<file path="config.mk">
export PLATFORM = sky130hd
export DESIGN_NAME = cmos_dvp_gen
export DESIGN_NICKNAME = d
export VERILOG_FILES = /design/src/rtl/cmos_dvp_gen.sv
export SDC_FILE = /design/constraint.sdc
export NUM_CORES = 1
export LEC_CHECK = 0
export CORE_MARGIN = 10
export CORE_UTILIZATION = 40
export CTS_CLUSTER_DIAMETER = 80
export DETAILED_ROUTE_END_ITERATION = 7
export DONT_BUFFER_PORTS = 1
export PLACE_DENSITY = 0.63
export SLEW_MARGIN = 20
export SYNTH_ARGS = -nofsm -noshare
export SYNTH_HDL_FRONTEND = slang
export SYNTH_SLANG_ARGS = --single-unit
</file>
<file path="constraint.sdc">
create_clock -name CLK -period 4.45 [get_ports CLK]
set_input_delay 0.2225 -clock CLK [delete_from_list [all_inputs] [get_ports CLK]]
set_output_delay 0.2225 -clock CLK [all_outputs]
set_load 0.02 [all_outputs]
</file>
<file path="src/rtl/cmos_dvp_gen.sv">
// OV7670-style DVP transmitter: drives pclk/vsyn/href/data with RGB565 frames of a fixed test pattern.
// Optional macro CMOS_DVP_GEN_FRAME_CNT_EN replaces pixel (0,0) with a 16-bit frame counter.
module cmos_dvp_gen #(
  parameter int H_ACTIVE    = 640,
  parameter int V_ACTIVE    = 480,
  parameter int H_BLANK     = 144,
  parameter int VSYNC_LINES = 3,
  parameter int V_BP_LINES  = 17,
  parameter int V_FP_LINES  = 10
) (
  input  logic       CLK,
  input  logic       RST,
  input  logic       en_i,
  output logic       cmos_pclk,
  output logic       cmos_vsyn,
  output logic       cmos_href,
  output logic [7:0] cmos_data,
  output logic       busy_o,
  output logic       frame_done_o
);

  localparam int LINE_PCLKS = 2 * H_ACTIVE + H_BLANK;
  localparam int H_W        = (LINE_PCLKS > 1) ? $clog2(LINE_PCLKS) : 1;
  localparam int MAX_AB     = (VSYNC_LINES > V_BP_LINES) ? VSYNC_LINES : V_BP_LINES;
  localparam int MAX_CD     = (V_ACTIVE > V_FP_LINES) ? V_ACTIVE : V_FP_LINES;
  localparam int MAX_LINES  = (MAX_AB > MAX_CD) ? MAX_AB : MAX_CD;
  localparam int LINE_W     = $clog2(MAX_LINES + 1);

  typedef enum logic [2:0] {
    IDLE,
    VSYNC,
    VBP,
    ACTIVE,
    VFP
  } state_t;

  state_t              state_q, state_nxt;
  logic [H_W-1:0]      h_q, h_nxt;
  logic [LINE_W-1:0]   line_q, line_nxt;
  logic                frame_end;
  logic                href_nxt;
  logic [7:0]          data_nxt;
  logic [9:0]          x_f;
  logic [5:0]          y_f;
  logic [15:0]         pix;

`ifdef CMOS_DVP_GEN_FRAME_CNT_EN
  logic [15:0]         frame_cnt_q;
`endif

  function automatic int state_lines(state_t s);
    case (s)
      VSYNC:   return VSYNC_LINES;
      VBP:     return V_BP_LINES;
      ACTIVE:  return V_ACTIVE;
      VFP:     return V_FP_LINES;
      default: return 1;
    endcase
  endfunction

  // NOTE: every variable gets a default before the case so no path leaves one unassigned (no latches).
  always_comb begin
    state_nxt = state_q;
    h_nxt     = h_q;
    line_nxt  = line_q;
    frame_end = 1'b0;

    case (state_q)
      IDLE: begin
        if (en_i) begin
          state_nxt = VSYNC;
          h_nxt     = '0;
          line_nxt  = '0;
        end
      end
      default: begin
        if (32'(h_q) == 32'(LINE_PCLKS - 1)) begin
          h_nxt    = '0;
          line_nxt = line_q + LINE_W'(1);
          if (32'(line_q) == 32'(state_lines(state_q) - 1)) begin
            line_nxt = '0;
            // Zero-length blanking regions are skipped entirely.
            case (state_q)
              VSYNC:   state_nxt = (V_BP_LINES > 0) ? VBP : ACTIVE;
              VBP:     state_nxt = ACTIVE;
              ACTIVE:  begin
                if (V_FP_LINES > 0) state_nxt = VFP;
                else                frame_end = 1'b1;
              end
              default: frame_end = 1'b1;
            endcase
            if (frame_end) state_nxt = en_i ? VSYNC : IDLE;
          end
        end else begin
          h_nxt = h_q + H_W'(1);
        end
      end
    endcase

    // Outputs are decoded from the next-state values and registered at the pclk falling edge.
    href_nxt = (state_nxt == ACTIVE) && (32'(h_nxt) < 32'(2 * H_ACTIVE));
    x_f      = 10'(h_nxt >> 1);
    y_f      = 6'(line_nxt);
    pix      = {y_f, x_f};
`ifdef CMOS_DVP_GEN_FRAME_CNT_EN
    if ((state_nxt == ACTIVE) && (line_nxt == '0) && (h_nxt < H_W'(2))) pix = frame_cnt_q;
`endif
    data_nxt = '0;
    if (href_nxt) data_nxt = h_nxt[0] ? pix[7:0] : pix[15:8];
  end

  // NOTE: sequential state uses non-blocking assignments so every register samples pre-edge values.
  always_ff @(posedge CLK) begin
    if (RST) begin
      cmos_pclk    <= 1'b0;
      cmos_vsyn    <= 1'b0;
      cmos_href    <= 1'b0;
      cmos_data    <= '0;
      busy_o       <= 1'b0;
      frame_done_o <= 1'b0;
      state_q      <= IDLE;
      h_q          <= '0;
      line_q       <= '0;
`ifdef CMOS_DVP_GEN_FRAME_CNT_EN
      frame_cnt_q  <= '0;
`endif
    end else begin
      cmos_pclk    <= ~cmos_pclk;
      frame_done_o <= 1'b0;
      // pclk is high now, so this edge takes it 1->0: the only cycle other outputs may move.
      if (cmos_pclk) begin
        state_q      <= state_nxt;
        h_q          <= h_nxt;
        line_q       <= line_nxt;
        frame_done_o <= frame_end;
        busy_o       <= (state_nxt != IDLE);
        cmos_vsyn    <= (state_nxt == VSYNC);
        cmos_href    <= href_nxt;
        cmos_data    <= data_nxt;
`ifdef CMOS_DVP_GEN_FRAME_CNT_EN
        if (frame_end) frame_cnt_q <= frame_cnt_q + 16'd1;
`endif
      end
    end
  end

endmodule

</file>
Word level (Yosys, flattened, before mapping)
Cells that the tools add are included.
{"block": "totals", "regBits": 36, "latchBits": 0, "ramBits": 0, "mem_bits_ro": 0, "in_bits": 3, "output_inout_bits": 13, "memories": 0}
{"block": "classes", "addsub": 3, "multipliers": 0, "div_mod_pow": 0, "magnitude_cmp": 1, "n_eq_ne": 9, "shift": 0, "mux": 23, "n_bitwise": 3, "reduce_logical": 7}
{"op": "$mux 32", "n": 2}
{"op": "$mux 9", "n": 4}
{"op": "$pmux 9 s4", "n": 1}
{"op": "$mux 11", "n": 3}
{"op": "$eq 9x32->1", "n": 1}
{"op": "$sub 32x2->32 const B", "n": 1}
{"op": "$mux 8", "n": 2}
{"op": "$mux 3", "n": 5}
{"op": "$add 11x1->11 const B", "n": 1}
{"op": "$eq 11x11->1 const B", "n": 1}
{"op": "$lt 11x11->1 const B", "n": 1}
{"op": "$add 9x1->9 const B", "n": 1}
{"op": "$eq 3x2->1 const B", "n": 3}
{"op": "$pmux 3 s3", "n": 1}
{"op": "$eq 3x1->1 const B", "n": 2}
{"op": "$mux 1", "n": 5}
{"op": "$reduce_or 5->1", "n": 1}
{"op": "$eq 3x3->1 const B", "n": 1}
{"op": "$logic_not 3->1", "n": 1}
{"op": "$not 1->1", "n": 3}
{"op": "$reduce_and 3->1", "n": 1}
{"op": "$reduce_bool 3->1", "n": 1}
{"op": "$reduce_or 3->1", "n": 1}
{"op": "$ne 2x2->1 const B", "n": 1}
{"op": "2 further kinds", "n": 2}

Longest topological paths before layout
{"block": "logic_depth", "ltp_word": 16, "depth_mapped": 16, "depth_no_buf": 15}

Least setup slack after synthesis
OpenSTA, ideal clock, no wires.
{"block": "synth_timing", "kind": "reg-to-reg", "from": "register state_q[2]", "to": "register cmos_data[2]", "setup_time_ns": 0.061, "arrival_time_ns": 3.806, "t_required_ns": 4.389, "setup_slack_ns": 0.583, "stages_incl_launch_ff": 17, "n_path_buf": 1, "period_less_slack_ns": 3.867, "cell_sequence": "dfxtp_1 -> clkbuf_1 -> inv_1 -> and3_1 -> inv_1 -> nand2_1 -> ha_1 -> ha_1 -> and2_1 -> ha_1 -> or4_1 -> a311oi_2 -> nand3_1 -> o41ai_1 -> a211oi_1 -> nor4b_4 -> a32o_1"}
{"block": "synth_between", "elab_chain_len": 13, "elab_cells_between_ends": 30, "classes_between": "add/sub (1); order compare (1); eq/ne (6); mux (19); reduce/logical (3)"}
{"element": "from (decl)", "line_no": "37", "text": "state_t state_q, state_nxt;"}
{"element": "from (signal assigned)", "line_no": "132", "text": "state_q <= state_nxt;"}
{"element": "branches (longest 12 deep; another with $sub 32x2->32)"}
{"element": "$mux 8 (*)", "line_no": "109", "text": "if (href_nxt) data_nxt = h_nxt[0] ? pix[7:0] : pix[15:8];"}
{"element": "to (signal assigned)", "line_no": "139", "text": "cmos_data <= data_nxt;"}
{"element": "to (decl)", "line_no": "17", "text": "output logic [7:0] cmos_data,"}
Every way passes the cells marked *. The select of a mux whose other input is x is not followed.
A chain may end at the register's enable or synchronous reset.

Worst setup path after layout
{"block": "layout_timing", "from": "register state_q[0]", "to": "register cmos_data[2]"}
The elaborated chain is that of the path after synthesis.

==> impl_metrics.json <==
{
  "routedWlPerCell_um": 17.5,
  "leakagePower_uw": 0.000884,
  "drt_iter0_drc": 167,
  "synth.distinct_cells": 61,
  "synthCells": 310,
  "syn_nets": 321,
  "peakVddDrop_uv": 126,
  "grt_overflow": 0,
  "worstSetupPathType": "register to register",
  "die_area_um2": 9620,
  "synth-edff-count": 0,
  "synthToLayoutAreaGrowth_pct": 5.54,
  "groute.usage.overall_pct": 13.6,
  "ys_seq_elements": 36,
  "cts_buffer_depth": 2,
  "top_level_ports": 16,
  "power.share.clock_pct": 32.5,
  "cp-start-kind": "register",
  "skew_ns": 0.00233,
  "drc": 0,
  "initial_utilization_pct": 41.2,
  "sequentialPowerShare_pct": 46.8,
  "final_util_pct": 43.4,
  "comb_power_share_pct": 20.7,
  "p_int_uw": 493,
  "worst_slew_pin_slew_ns": 0.919,
  "instances_no_fill": 376,
  "period_share_pct": 91.3,
  "reg2reg_slack_ns": 0.39,
  "outcome": "completed",
  "p_sw_uw": 239,
  "grt_pass1_vias": 2111,
  "maxSlewViolCount": 0,
  "yosysWarnings": 0,
  "synth_largest_area_cell": "dfxtp_1",
  "layout-drive-gt1-share_pct": 8.97,
  "finalNetCount": 311,
  "cts_sinks": 36,
  "ys_seq_area_share_pct": 29.6,
  "relSlewSlack_pct": 38.5,
  "place_hpwl_um": 4670,
  "arrival_ns": 4.25,
  "grt_max_degree": 27,
  "cp.required_ns": 4.64,
  "crit_fanout": 14,
  "synth.avg_cell_area_um2": 7.86,
  "vias": 2288,
  "cts_buffers": 5,
  "power_density_nw_per_um2": 285,
  "dr.pass1.iters": 5,
  "switching_share_pct": 32.7,
  "end_kind": "register",
  "antenna_cells": 0,
  "fp.dieW_um": 98.1,
  "hold_path.class": "input pin to register",
  "hold_violations": 0,
  "cts.clk_slew.worst_paths_ns": 0.08,
  "syn-cell-area_um2": 2440,
  "ant_nets": 0,
  "place_congestion": 0.880,
  "synth_area_leaders": "dfxtp_1, nor2_1, a21oi_1",
  "whs_ns": 0.120,
  "clkLatencyLatePin_ns": 0.29,
  "setup_viol": 0,
  "die_height_um": 98.1,
  "async_flop_share_pct": 0,
  "grt_pass1_wl_um": 11100,
  "antenna_found_initial": 0,
  "synth_top_area_share_pct": 29.6,
  "portBuffers": 0,
  "core-area_um2": 5920,
  "num_rows": 28,
  "fin_crit_ns": 4.06,
  "wl_um": 6590,
  "synth-main-ff-cell": "dfxtp_1",
  "nFillCells": 602,
  "dp.cells": 365,
  "via_per_inst": 6.09,
  "cts_root_buffer": "clkbuf_8",
  "tns_ns": 0,
  "rsz0062_at_grt": "false",
  "drv_cap": 0,
  "cts_tree": "built",
  "cts_max_level": 2,
  "fmax_mhz": 246
}
cell families after synthesis:
kind of cell	count (synthesis)	synth area share (%)
simple gates	134	27.6
compound gates	87	27.5
flops	36	29.6
buf+inv	29	5.24
xor+xnor	12	4.31
fa+ha+maj	8	4.11
mux	4	1.69
registers in the layout, indices dropped and copies added (netlist names):
signal	cells
frame_done_o	1
h_q	11
busy_o	1
state_q	3
cmos_href	1
cmos_data	8
cmos_pclk	1
line_q	9
cmos_vsyn	1
power by group through the flow:
stage	Sequential (µW)	Clock, µW	Combinational (µW)
after global routing	344	256	167
after detailed placement	350	0	145
after CTS	342	243	151
final	343	238	152
after global placement	350	0	144
after floorplan	345	0	118
per-stage QoR:
| step | worst slack, ns | cell area [µm²] | power [µW] |
|---|---|---|---|
| 2_1_floorplan | 0.583 | 2440 | 463 |
| 3_3_place_gp | 0.515 | 2450 | 493 |
| 3_5_place_dp | 0.352 | 2450 | 496 |
| 4_1_cts | 0.334 | 2560 | 736 |
| 5_1_grt | 0.0353 | 2570 | 767 |
| 6_report | 0.386 | 2570 | 732 |
cell usage after synthesis (all sizes together), types with 5 or more instances:
library cell	count
o21ai	11
nor2	41
a211oi	8
a21oi	24
nand3	12
clkbuf	16
or3	5
nor4	5
inv	5
nand2	27
ha	8
a32o	5
and3	7
dfxtp	36
nor3	19
buf	8
xnor2	10
a311oi	6
final timing paths:
| kind | to | start | cells after the start |
|---|---|---|---|
| min reg2reg | line_q[8] | line_q[8] | 1 |
| max reg2reg | cmos_data[2] | state_q[0] | 14 |
| max | cmos_data[2] | state_q[0] | 14 |
| min | busy_o | RST | 2 |
cell usage in the layout, fill, tap and decap left out, types with 3 or more instances in the layout:
cell,netlist,final
dfxtp_1,36,36
nand2_1,27,27
xnor2_1,10,10
clkbuf_8,0,5
buf_4,1,5
a22o_1,4,4
a22oi_1,4,4
a211oi_1,8,8
a311oi_1,4,4
or3_1,5,5
nor3_1,18,18
and3_1,7,7
nand2b_1,4,4
ha_1,8,8
nor4_1,5,5
mux2i_1,3,3
nand3_1,11,11
o21ai_0,8,8
inv_1,5,5
a32o_1,5,5
nor2_1,41,41
a21oi_1,23,23
worst max-delay path, cell delays in order (launching register included):
cell      delay [ns]
dfxtp_1         0.57
or3b_1          0.27
nand2_1         0.08
ha_1            0.27
ha_1            0.27
and2_1          0.15
ha_1            0.16
or4_1           0.43
a311oi_2        0.30
and4_1          0.31
a21boi_0        0.14
a211oi_1        0.50
nor4b_4         0.10
buf_4           0.19
a32o_1          0.21
layout make-up:
cell class	instances	area [µm²]	share of cell area [%]
clock buffer	5	68.8	2.68
clock inverter	3	18.8	0.730
inverter	5	18.8	0.730
multi-input combinational	245	1590	62.0
sequential	36	721	28.0
tap	75	93.8	3.65
timing repair buffer	7	57.6	2.24
what timing repair did:
item	in CTS	in global routing
buffers inserted	0	1
endpoints found under the hold margin	22	0
hold buffers	2	0
endpoints found under the setup margin	0	3
resized for setup	0	1
layer usage:
| metal | up-vias | track usage [%] | part of all wire (%) |
|---|---|---|---|
| li1 | 1133 | - | - |
| met3 | 7 | 2.54 | 5.7 |
| met5 | - | 0 | 0 |
| met2 | 70 | 22.8 | 49 |
| met1 | 1078 | 17.3 | 45 |
| met4 | 0 | 3.47 | 0.91 |
Power figures use the tool's default switching activity.
